<file path="src/rtl/grid_mover_if.sv">
// Player-motion handshake between the game top level (master) and grid_mover (slave).
// Carries step requests in and position/outcome status back out.
interface grid_mover_if #(
    parameter int POS_W = 9
);
    logic             step;
    logic [1:0]       dir_in;
    logic [POS_W-1:0] pos_x;
    logic [POS_W-1:0] pos_y;
    logic [1:0]       dir;
    logic             busy;
    logic             done;
    logic             blocked;
    logic             moving;

    modport master (
        output step, dir_in,
        input  pos_x, pos_y, dir, busy, done, blocked, moving
    );

    modport slave (
        input  step, dir_in,
        output pos_x, pos_y, dir, busy, done, blocked, moving
    );
endinterface

</file>
<file path="src/rtl/grid_mover.sv">
// Pixel-stepping player motion on a walled cell grid; turns only at cell alignment.
// Optional macro GRID_MOVER_REVERSE_EN allows an immediate U-turn while between cells.
module grid_mover #(
    parameter int GRID_W    = 10,
    parameter int GRID_H    = 15,
    parameter int CELL_LOG2 = 5,
    parameter int POS_W     = 9,
    parameter int START_X   = 0,
    parameter int START_Y   = 0
) (
    input  logic                          clk,
    input  logic                          rst,
    input  logic [(GRID_H+1)*GRID_W-1:0]  h_walls,
    input  logic [GRID_H*(GRID_W+1)-1:0]  v_walls,
    grid_mover_if.slave                   bus
);

    // state  | meaning
    // IDLE   | waiting for a step request
    // LOOKUP | sampling the wall edge and bounds for the latched direction
    // DECIDE | refuse (done+blocked) or commit the pixel move
    // MOVE   | position already updated, done pulse is showing
    typedef enum logic [1:0] {IDLE, LOOKUP, DECIDE, MOVE} state_t;

    localparam int CW  = POS_W - CELL_LOG2;
    localparam int HN  = (GRID_H + 1) * GRID_W;
    localparam int VN  = GRID_H * (GRID_W + 1);
    localparam int HIW = $clog2(HN);
    localparam int VIW = $clog2(VN);
    localparam logic [POS_W-1:0] RST_X = POS_W'(START_X << CELL_LOG2);
    localparam logic [POS_W-1:0] RST_Y = POS_W'(START_Y << CELL_LOG2);

    state_t           state, state_n;
    logic [POS_W-1:0] pos_x, pos_y, pos_x_n, pos_y_n;
    logic [1:0]       dir_r, dir_n, move_dir;
    logic             wall_hit, wall_hit_n, oob, oob_n;
    logic             done_r, done_n, blocked_r, blocked_n, moving_r, moving_n;
    logic             do_move, aligned, rev;
    logic [CW-1:0]    cx, cy;
    logic [HIW-1:0]   h_idx;
    logic [VIW-1:0]   v_idx;

    assign cx      = pos_x[POS_W-1:CELL_LOG2];
    assign cy      = pos_y[POS_W-1:CELL_LOG2];
    assign aligned = (pos_x[CELL_LOG2-1:0] == '0) && (pos_y[CELL_LOG2-1:0] == '0);

`ifdef GRID_MOVER_REVERSE_EN
    assign rev = (bus.dir_in == (dir_r ^ 2'd2));
`else
    assign rev = 1'b0;
`endif

    // The position register is written on the edge that enters MOVE, so the
    // new pixel and the done pulse appear together in the MOVE cycle.
    always_comb begin
        state_n    = state;
        pos_x_n    = pos_x;
        pos_y_n    = pos_y;
        dir_n      = dir_r;
        wall_hit_n = wall_hit;
        oob_n      = oob;
        done_n     = 1'b0;
        blocked_n  = 1'b0;
        moving_n   = moving_r;
        do_move    = 1'b0;
        move_dir   = dir_r;
        h_idx      = '0;
        v_idx      = '0;

        case (state)
            IDLE: begin
                if (bus.step) begin
                    if (aligned) begin
                        dir_n   = bus.dir_in;
                        state_n = LOOKUP;
                    end else begin
                        if (rev) begin
                            dir_n    = bus.dir_in;
                            move_dir = bus.dir_in;
                        end
                        do_move  = 1'b1;
                        done_n   = 1'b1;
                        moving_n = 1'b1;
                        state_n  = MOVE;
                    end
                end
            end
            LOOKUP: begin
                case (dir_r)
                    2'd0: begin
                        v_idx      = VIW'(int'(cy) * (GRID_W + 1) + int'(cx) + 1);
                        wall_hit_n = v_walls[v_idx];
                        oob_n      = (cx == CW'(GRID_W - 1));
                    end
                    2'd1: begin
                        h_idx      = HIW'((int'(cy) + 1) * GRID_W + int'(cx));
                        wall_hit_n = h_walls[h_idx];
                        oob_n      = (cy == CW'(GRID_H - 1));
                    end
                    2'd2: begin
                        v_idx      = VIW'(int'(cy) * (GRID_W + 1) + int'(cx));
                        wall_hit_n = v_walls[v_idx];
                        oob_n      = (cx == '0);
                    end
                    default: begin
                        h_idx      = HIW'(int'(cy) * GRID_W + int'(cx));
                        wall_hit_n = h_walls[h_idx];
                        oob_n      = (cy == '0);
                    end
                endcase
                state_n = DECIDE;
            end
            DECIDE: begin
                done_n = 1'b1;
                if (wall_hit || oob) begin
                    blocked_n = 1'b1;
                    moving_n  = 1'b0;
                    state_n   = IDLE;
                end else begin
                    do_move  = 1'b1;
                    moving_n = 1'b1;
                    state_n  = MOVE;
                end
            end
            default: begin
                state_n = IDLE;
            end
        endcase

        if (do_move) begin
            case (move_dir)
                2'd0:    pos_x_n = pos_x + POS_W'(1);
                2'd1:    pos_y_n = pos_y + POS_W'(1);
                2'd2:    pos_x_n = pos_x - POS_W'(1);
                default: pos_y_n = pos_y - POS_W'(1);
            endcase
        end
    end

    always_ff @(posedge clk) begin
        if (rst) begin
            state     <= IDLE;
            pos_x     <= RST_X;
            pos_y     <= RST_Y;
            dir_r     <= 2'd0;
            wall_hit  <= 1'b0;
            oob       <= 1'b0;
            done_r    <= 1'b0;
            blocked_r <= 1'b0;
            moving_r  <= 1'b0;
        end else begin
            state     <= state_n;
            pos_x     <= pos_x_n;
            pos_y     <= pos_y_n;
            dir_r     <= dir_n;
            wall_hit  <= wall_hit_n;
            oob       <= oob_n;
            done_r    <= done_n;
            blocked_r <= blocked_n;
            moving_r  <= moving_n;
        end
    end

    assign bus.pos_x   = pos_x;
    assign bus.pos_y   = pos_y;
    assign bus.dir     = dir_r;
    assign bus.busy    = (state != IDLE);
    assign bus.done    = done_r;
    assign bus.blocked = blocked_r;
    assign bus.moving  = moving_r;

endmodule

</file>
<file path="src/flat_wrapper.sv">
// flat-port wrapper written by rule: the top's interface ports become plain ports
module grid_mover_flat 
#(
    parameter int GRID_W    = 10,
    parameter int GRID_H    = 15,
    parameter int CELL_LOG2 = 5,
    parameter int POS_W     = 9,
    parameter int START_X   = 0,
    parameter int START_Y   = 0
)
  (clk, rst, h_walls, v_walls, bus_step, bus_dir_in, bus_pos_x, bus_pos_y, bus_dir, bus_busy, bus_done, bus_blocked, bus_moving);
  grid_mover_if #(.POS_W(POS_W)) bus_i ();
  input  logic clk;
  input  logic rst;
  input  logic [(GRID_H+1)*GRID_W-1:0] h_walls;
  input  logic [GRID_H*(GRID_W+1)-1:0] v_walls;
  input wire logic [$bits(bus_i.step)-1:0] bus_step;
  input wire logic [$bits(bus_i.dir_in)-1:0] bus_dir_in;
  output wire logic [$bits(bus_i.pos_x)-1:0] bus_pos_x;
  output wire logic [$bits(bus_i.pos_y)-1:0] bus_pos_y;
  output wire logic [$bits(bus_i.dir)-1:0] bus_dir;
  output wire logic [$bits(bus_i.busy)-1:0] bus_busy;
  output wire logic [$bits(bus_i.done)-1:0] bus_done;
  output wire logic [$bits(bus_i.blocked)-1:0] bus_blocked;
  output wire logic [$bits(bus_i.moving)-1:0] bus_moving;
  assign bus_i.step = bus_step;
  assign bus_i.dir_in = bus_dir_in;
  assign bus_pos_x = bus_i.pos_x;
  assign bus_pos_y = bus_i.pos_y;
  assign bus_dir = bus_i.dir;
  assign bus_busy = bus_i.busy;
  assign bus_done = bus_i.done;
  assign bus_blocked = bus_i.blocked;
  assign bus_moving = bus_i.moving;
  grid_mover #(.GRID_W(GRID_W), .GRID_H(GRID_H), .CELL_LOG2(CELL_LOG2), .POS_W(POS_W), .START_X(START_X), .START_Y(START_Y)) u_core (.clk(clk), .rst(rst), .h_walls(h_walls), .v_walls(v_walls), .bus(bus_i));
endmodule
</file>
<file path="config.mk">
export PLATFORM = sky130hd
export DESIGN_NAME = grid_mover_flat
export DESIGN_NICKNAME = d
export VERILOG_FILES = /design/src/rtl/grid_mover_if.sv /design/src/rtl/grid_mover.sv /design/src/flat_wrapper.sv
export SDC_FILE = /design/constraint.sdc
export NUM_CORES = 1
export LEC_CHECK = 0
export BUFFER_PORTS_ARGS = -buffer_cell sky130_fd_sc_hd__clkbuf_2
export CORE_MARGIN = 2
export CORE_UTILIZATION = 45
export CTS_CLUSTER_DIAMETER = 40
export DETAILED_ROUTE_END_ITERATION = 16
export GPL_TIMING_DRIVEN = 0
export HOLD_SLACK_MARGIN = 0.02
export PLACE_DENSITY_LB_ADDON = 0.12
export SYNTH_ARGS = -nofsm -noshare
export SYNTH_HDL_FRONTEND = slang
export SYNTH_SLANG_ARGS = --single-unit
export TNS_END_PERCENT = 10
</file>
<file path="constraint.sdc">
create_clock -name clk -period 8 [get_ports clk]
set_clock_uncertainty 0.05 [all_clocks]
set_input_delay 1.6 -clock clk [delete_from_list [all_inputs] [get_ports clk]]
set_output_delay 1.6 -clock clk [all_outputs]
set_load 0.05 [all_outputs]
</file>
# Yosys cells after proc, flatten, opt, wreduce, memory -nomap -nowiden

Cells that the tools add are included.

Bits in registers: 27
Bits of input ports: 330
Output and inout bits: 24
Logic and storage cells: 77

Add/sub/neg operators: 9
Multiply operators: 3
Magnitude comparators: 4
Equal/unequal tests: 8
Multiplexer cells: 25
Bitwise logic cells: 2
Reductions and logical operators: 17

Operator list:

| cell                   | number |
|---|---|
| $lt A8 B9 Y1 const B   | 4 |
| $pmux W9 S2            | 2 |
| $bmux W1 S8            | 4 |
| $mul A32 B4 Y7 const B | 1 |
| $add A8 B5 Y8          | 3 |
| $add A9 B1 Y9 const B  | 2 |
| $sub A9 B1 Y9 const B  | 2 |
| $logic_not A5 Y1       | 2 |
| $mux W1                | 10 |
| $add A8 B2 Y8 const B  | 1 |
| $eq A4 B4 Y1 const B   | 2 |
| $logic_not A4 Y1       | 2 |
| $mul A4 B4 Y8 const B  | 1 |
| $mul A4 B3 Y7 const B  | 1 |
| $mux W2                | 3 |
| $pmux W1 S2            | 3 |
| $pmux W1 S3            | 2 |
| $pmux W2 S3            | 1 |
| $reduce_and A3 Y1      | 2 |
| $reduce_bool A2 Y1     | 3 |
| $add A4 B1 Y5 const B  | 1 |
| $eq A2 B1 Y1 const B   | 2 |
| $eq A2 B2 Y1 const B   | 2 |
| $logic_not A2 Y1       | 2 |
| other kinds (6)        | 10 |

# Depth between registers and ports, before layout

Gate-level depths: netlist (run 1).

Depth in word-level cells: 6
Gate-level depth with buffers: 17
Gate-level depth less buffers: 15

# Worst setup path after synthesis (run 1)

Ideal clock, no wire load.

Path type: reg2reg
Start: register u_core.pos_y[5], in the netlist u_core.bus.pos_y[5]
End: register u_core.wall_hit
Setup time: 60 ps
Arrival time: 4,502 ps
Required time: 7,890 ps
Slack: 3,388 ps
Stages on the path, launching flop included: 16
Buffers on the path: 0
Clock period less this slack: 4,612 ps
Path through: dfxtp_1 -> inv_1 -> ha_1 -> inv_1 -> ha_1 -> fa_1 -> ha_1 -> o21ai_0 -> nor2_1 -> nor2_1 -> xor2_1 -> mux2_2 -> a211oi_1 -> a22oi_1 -> a221oi_1 -> o221a_1

Word-level cells in the longest chain between the ends: 6
Elaborated cells between the ends (all ways): 17
Classes of those cells: 5 x add/sub; 3 x mul; 9 x mux

Ends and longest elaborated chain:

| item                                                   | line                                                  | RTL |
|---|---|---|
| start, declared                                        | grid_mover.sv:34                                      | `logic [POS_W-1:0] pos_x, pos_y, pos_x_n, pos_y_n;` |
| start signal, assigned                                 | grid_mover.sv:154                                     | `pos_y <= pos_y_n;` |
| $add A4 B1 Y5 / $mul A4 B4 Y8 (equally long branches)  | grid_mover.sv:96, grid_mover.sv:91, grid_mover.sv:101 |  |
| $mul A32 B4 Y7 / $add A8 B5 Y8 (equally long branches) | grid_mover.sv:96, grid_mover.sv:91, grid_mover.sv:101 |  |
| $add A8 B5 Y8 / $add A8 B2 Y8 (equally long branches)  | grid_mover.sv:96, grid_mover.sv:91                    |  |
| $bmux W1 S8 (on tied branches)                         | grid_mover.sv:97, grid_mover.sv:92                    |  |
| $mux W1 (on tied branches)                             | grid_mover.sv:97, grid_mover.sv:92                    |  |
| $pmux W1 S3 *                                          | grid_mover.sv:89                                      | `case (dir_r)` |
| end signal, assigned                                   | grid_mover.sv:156                                     | `wall_hit <= wall_hit_n;` |
| end, declared                                          | grid_mover.sv:36                                      | `logic wall_hit, wall_hit_n, oob, oob_n;` |

Every way passes the cells marked *; elsewhere a longest branch is shown, timed or not. The select of a mux whose other input is x is not followed.
A chain may end at the register's enable or synchronous reset.

# Worst setup path in the final report (run 1)

Same ends and word-level chain as after synthesis.

==> results of run 1 <==
==> cell usage in the layout (no fill, tap or decap), drive strengths merged, types with 5 or more instances in the layout <==
master	count
o21ai	23
fa	9
and3	6
inv	32
a211oi	8
mux2i	39
xnor2	29
dfxtp	27
clkbuf	384
buf	31
ha	45
a31oi	5
a21oi	34
mux4	181
xor2	14
nor3b	6
a21o	7
nor3	7
nor2b	8
nand2b	6
o211ai	6
nand2	55
nor2	51
nand3	17
==> per-stage QoR <==
step | instance area, µm² | total power [mW] | setup WS [ns] | util
floorplan | 8220 | 1.83 | 3.39 | -
global placement | 10300 | 2.36 | 2.88 | 0.572
detailed placement | 10300 | 2.38 | 2.76 | 0.572
CTS | 10300 | 2.50 | 2.74 | 0.576
global route | 10400 | 2.68 | 2.27 | 0.577
finish | 10400 | 2.50 | 2.74 | 0.577
==> power by group <==
group	switching, mW	internal [mW]
Combinational	1.13	1.05
Clock	0.0476	0.0683
Sequential	0.0416	0.164
==> kinds of logic after synthesis <==
kind of cell,count (synthesis),synth area share
mux,223,0.547
xor+xnor,43,0.0522
compound gates,119,0.0949
simple gates,175,0.0991
flops,27,0.0657
fa+ha+maj,54,0.0904
buf+inv,91,0.0504
==> area by class of cell <==
cell class,count,area (µm²),area share
Multi-Input combinational cell,614,7270,0.702
Timing Repair Buffer,352,1760,0.170
Sequential cell,27,541,0.0522
Buffer,59,294,0.0284
Tap cell,229,287,0.0277
Inverter,32,120,0.0116
Clock buffer,4,78.8,0.00761
Antenna cell,3,7.51,0.000725
==> metal layers <==
metal	vias up	global-route usage
met5	-	0
met4	0	0.100
met3	69	0.0490
met2	531	0.524
met1	4124	0.380
li1	3709	-
==> sequential cells by signal, summed over array words and instances, names as in the netlist <==
name,cells
u_core.oob,1
u_core.bus.pos_y,9
u_core.bus.pos_x,9
u_core.bus.blocked,1
u_core.bus.done,1
u_core.bus.dir,2
u_core.state,2
u_core.bus.moving,1
u_core.wall_hit,1
==> final timing paths <==
check	start	to	depth (start not counted)
setup / recovery	u_core.bus.pos_y[5]	u_core.wall_hit	17
hold / removal	u_core.bus.moving	u_core.bus.moving	2
setup reg to reg	u_core.bus.pos_y[5]	u_core.wall_hit	17
hold reg to reg	u_core.bus.moving	u_core.bus.moving	2
==> worst reg2reg max path, stage by stage (launching register included) <==
cell	delay, ns
dfxtp_1	0.65
inv_1	0.20
ha_1	0.41
ha_1	0.30
ha_1	0.23
fa_1	0.68
xor2_2	0.38
buf_6	0.23
buf_4	0.23
buf_2	0.26
nand2_1	0.07
and3_1	0.18
a31oi_1	0.24
nor3_1	0.08
a211oi_1	0.31
a22oi_1	0.12
a221oi_1	0.37
o221a_1	0.23
==> impl_metrics.yaml, run 1 <==
run_status:
  status: "completed"
detailed_routing:
  highest_layer: "met4"
  routed_via_density: 6.39
  drt_wl_total_um: 29700
  met1_length_um: 11200
  dr_wl_met2_um: 15000
  drtIter0Drc: 563
  wl_per_cell_um: 22.5
  drt-pass1-iter-count: 5
  drt.antenna.violating_nets: 0
  vias: 8433
  wl_met3_um: 2540
  drc: 0
placement:
  dp.cells: 1313
  port_buffers: 352
  dp_hpwl_um: 25400
  gp_congestion: 0.956
die:
  die_y_um: 139
  die_area_mm2: 0.0194
  row_count: 49
  fp.coreArea_mm2: 0.0180
  die_w_um: 139
  start_util: 0.458
  boundaryPins: 354
timing:
  tightest_slew_ns: 1.03
  tns_ns: 0
  hold_viol: 0
  rsz0062_at_grt: "no"
  setup_viol: 0
  fin_crit_ns: 5.26
  drv_slew: 0
  holdWs_ns: 0.442
  slew_headroom: 0.312
  fmax_mhz: 190
  fin_crit_sh: 0.658
power:
  powerDensity_mw_per_mm2: 242
  cellLeakagePower_nw: 4.51
  ir_drop_mv: 0.166
worst_setup_path:
  critPathSlowestCell: "fa_1"
  critPathTopFamily: "adder cells"
  end_kind: "flip-flop"
  cp_max_fo: 10
  cp_common_cell: "ha_1"
  slowest_delay_ns: 0.68
  ff2ff_setup_slack_ns: 2.74
  worstPathRequired_ns: 8.16
  cp.arrival_ns: 5.42
  crit_path_cell_trace: "inv_1, ha_1, ha_1, ha_1, fa_1, xor2_2, buf_6, buf_4, buf_2, nand2_1, and3_1, a31oi_1, nor3_1, a211oi_1, a22oi_1, a221oi_1, o221a_1"
  start_kind: "flip-flop"
  crit_buf_inv: 4
  critPathKind: "reg -> reg"
worst_hold_path:
  hp-class: "reg -> reg"
synthesis:
  syn_inst: 732
  ys_ff_latch: 27
  yosys.area.top_type: "mux4_2"
  netlist_area_mm2: 0.00822
  ys_warn_count: 0
  yosysMostFrequentCell: "mux4_2"
  synth.avg_cell_area_um2: 11.2
  ys_async_sr_fraction: 0
  synth_cell_types: 58
  synthTopCellsByCount: "mux4_2 (181), nand2_1 (55), nor2_1 (51)"
  synth_top_area_frac: 0.496
  synth_enable_flop_cells: 0
  ys_top_cells_by_area: "mux4_2 (50%), ha_1 (6.8%), dfxtp_1 (6.6%)"
  ys_seq_area_frac: 0.0657
  syn_nets: 1116
  ys_dominant_reg_cell: "dfxtp_1"
grt:
  grtUsageTotal: 0.300
  grt_pass1_wl_um: 45800
  grt_overflow: 0
  antenna_found_initial: 2
  grt_max_degree: 15
  grt_pass1_vias: 8563
cts:
  clock_latency_ns: 0.26
  cts_buffers: 3
  postCtsResizedCells: 0
  cts_root_buf: "clkbuf_16"
  cts_sinks: 27
  clk_pin_slew_ns: 0.07
  cts_setup_buffers: 0
  cts_hold_buffers: 0
  max-clock-path-buffers: 2
  h-tree-depth: 1
  cts_tree: "done"
cells_and_area:
  final.fill_count: 1613
  area_delta_synth_final_pct: 26.0
  drive_gt1_frac: 0.530
  fin_nets: 1473
  fin_cells: 1320
run:
  cap_violations: 0
(Power assumes the default switching activity.)
==> run 2: changes to the inputs <==
--- a/config.mk
+++ b/config.mk
@@ -5,6 +5,7 @@
 export SDC_FILE = /design/constraint.sdc
 export NUM_CORES = 1
 export LEC_CHECK = 0
+export ABC_AREA = 1
 export BUFFER_PORTS_ARGS = -buffer_cell sky130_fd_sc_hd__clkbuf_2
 export CORE_MARGIN = 2
 export CORE_UTILIZATION = 45
==> constraint.sdc (replaced) <==
create_clock -name clk -period 4.9 [get_ports clk]
set_clock_uncertainty 0.05 [all_clocks]
set_input_delay 0.98 -clock clk [delete_from_list [all_inputs] [get_ports clk]]
set_output_delay 0.98 -clock clk [all_outputs]
set_load 0.05 [all_outputs]
==> run 2 against run 1 <==
- count of clock-buffer cells in the layout down 1
- sequential power is 83% higher
- first-iteration DRC count grew to 3.2 times the previous value
- routed wire length rose by 61%
- worst hold slack got worse by 0.015 ns
- synthesized area rose by 7.8%
- global-route usage is 14 points higher
- critical path depth rose by 2
- critical endpoint unchanged
- largest power group unchanged
==> impl_metrics.yaml, run 2 <==
power:
  powerDensity_mw_per_mm2: 754
  ir_drop_mv: 0.653
  cellLeakagePower_nw: 6.24
synthesis:
  ys_dominant_reg_cell: "dfxtp_1"
  synth_top_area_frac: 0.301
  ys_warn_count: 0
  ys_async_sr_fraction: 0
  syn_nets: 2123
  synth.avg_cell_area_um2: 5.10
  ys_ff_latch: 27
  netlist_area_mm2: 0.00886
  synth_enable_flop_cells: 0
  synth_cell_types: 40
  ys_seq_area_frac: 0.0610
  syn_inst: 1739
  yosysMostFrequentCell: "nand2_1"
  synthTopCellsByCount: "nand2_1 (709), nand3_1 (533), inv_1 (79)"
  yosys.area.top_type: "nand3_1"
  ys_top_cells_by_area: "nand3_1 (30%), nand2_1 (30%), ha_1 (6.4%)"
detailed_routing:
  drt_wl_total_um: 47800
  wl_per_cell_um: 20.2
  drtIter0Drc: 1780
  drt-pass1-iter-count: 6
  drc: 0
  routed_via_density: 6.00
  drt.antenna.violating_nets: 0
  vias: 14200
timing:
  drv_slew: 0
  tightest_slew_ns: 0.969
  fin_crit_sh: 0.951
  setup_viol: 0
  fmax_mhz: 215
  hold_viol: 0
  fin_crit_ns: 4.66
  tns_ns: 0
  rsz0062_at_grt: "no"
  slew_headroom: 0.354
  holdWs_ns: 0.426
grt:
  grt_overflow: 0
  grtUsageTotal: 0.442
  grt_pass1_wl_um: 71100
  antenna_found_initial: 1
  grt_max_degree: 17
  grt_pass1_vias: 12900
cts:
  clock_latency_ns: 0.26
  clk_pin_slew_ns: 0.07
  max-clock-path-buffers: 2
  postCtsResizedCells: 0
  cts_hold_buffers: 0
  cts_setup_buffers: 0
  cts_root_buf: "clkbuf_16"
  h-tree-depth: 1
  cts_tree: "done"
  cts_sinks: 27
  cts_buffers: 3
cells_and_area:
  final_common_cell: "nand2_1"
  final_cell_mix: "nand2_1 (709), nand3_1 (533), clkbuf_2 (352)"
  fin_nets: 2480
  largest_registers: "u_core.bus.pos_x x9, u_core.bus.pos_y x9"
  drive_gt1_frac: 0.226
  area_delta_synth_final_pct: 24.6
worst_setup_path:
  ff2ff_setup_slack_ns: 0.24
  reg2reg_depth: 19
  r2r_end: "u_core.wall_hit"
  end_kind: "flip-flop"
  worstPathRequired_ns: 4.99
  crit_start: "u_core.bus.pos_y[5]"
  cp_max_fo: 10
  reg2reg_from: "u_core.bus.pos_y[5]"
  start_kind: "flip-flop"
  worstSetupEndpoint: "u_core.wall_hit"
  critPathKind: "reg -> reg"
  cp.arrival_ns: 4.75
placement:
  dp_hpwl_um: 37300
  port_buffers: 352
  gp_congestion: 1.04
die:
  die_w_um: 144
  die_area_mm2: 0.0208
  die_y_um: 144
  fp.coreArea_mm2: 0.0194
  start_util: 0.457
  row_count: 51
  boundaryPins: 354
worst_hold_path:
  hp-class: "reg -> reg"
run:
  cap_violations: 0
run_status:
  status: "completed"
run 2: changes by cell type after synthesis, sizes merged, moves of 39 or more:
| cell | before | now |
|---|---|---|
| buf | 31 | 87 |
| inv | 32 | 93 |
| mux2i | 39 | 0 |
| mux4 | 181 | 0 |
| nand2 | 55 | 720 |
| nand3 | 17 | 534 |
run 2: layout make-up:
cell class | instances | area, µm²
fill | 2141 | 8360
multi-input combinational | 1502 | 7290
timing repair buffer | 352 | 1760
buffer | 114 | 662
sequential | 27 | 541
inverter | 96 | 368
tap | 265 | 332
clock buffer | 3 | 75.1
clock inverter | 1 | 7.51
antenna | 1 | 2.50
run 2: stage by stage:
step	setup slack, ns	power, mW	instances	utilization	area (µm²)
after floorplan	1.03	5.44	1739	-	8860
after global placement	0.444	7.71	2356	0.565	11000
after detailed placement	0.413	7.76	2356	0.565	11000
after CTS	0.388	7.98	2360	0.569	11000
after global routing	0.0717	8.89	2361	0.569	11000
final	0.239	8.32	2361	0.569	11000
run 2: how the worst min path moves through the flow:
stage                            startpoint                end  slack (ns)  cells past startpoint
final                     u_core.bus.moving  u_core.bus.moving        0.43                      2
after detailed placement  u_core.bus.moving  u_core.bus.moving        0.42                      2
after CTS                 u_core.bus.moving  u_core.bus.moving        0.43                      2
after global routing      u_core.bus.moving  u_core.bus.moving        0.46                      2
after floorplan             u_core.wall_hit    u_core.wall_hit        0.39                      2
after global placement    u_core.bus.moving  u_core.bus.moving        0.40                      2
run 2: layer usage:
metal | vias up | wire, µm | track usage
li1 | 6492 | - | -
met1 | 6292 | 17700 | 0.552
met2 | 1108 | 20600 | 0.696
met3 | 263 | 5940 | 0.0851
met4 | 0 | 3560 | 0.286
met5 | - | 0 | 0
run 2: report_power, final:
| group | internal, mW | leakage (nW) | switching (mW) |
|---|---|---|---|
| Sequential | 0.288 | 0.221 | 0.0903 |
| Combinational | 2.36 | 5.98 | 5.40 |
| Clock | 0.111 | 0.0371 | 0.0794 |
run 2: cell families (layout without fill, tap and decap cells):
| family | after synthesis | in the layout | share of synthesized area |
|---|---|---|---|
| XOR/XNOR | 23 | 23 | 0.0227 |
| buffers and inverters | 210 | 566 | 0.116 |
| other | 0 | 1 | 0 |
| adder cells (fa/ha/maj) | 54 | 54 | 0.0839 |
| flip-flops | 27 | 27 | 0.0610 |
| AND/OR/NAND/NOR | 1311 | 1311 | 0.644 |
| AO/OA/AOI/OAI | 114 | 114 | 0.0721 |
run 2: critical path, cell delays in order, from the launching register on:
cell	delay, ns
dfxtp_1	0.58
inv_1	0.22
ha_1	0.33
inv_1	0.05
ha_1	0.29
fa_1	0.46
ha_1	0.31
buf_6	0.14
nand2_2	0.07
nand2_1	0.16
clkbuf_1	0.75
nand3_1	0.24
nand3_1	0.19
nand3_1	0.14
nand3_1	0.10
nand3_1	0.07
nand2_1	0.10
nand2_1	0.06
o21ai_1	0.13
a21oi_1	0.07
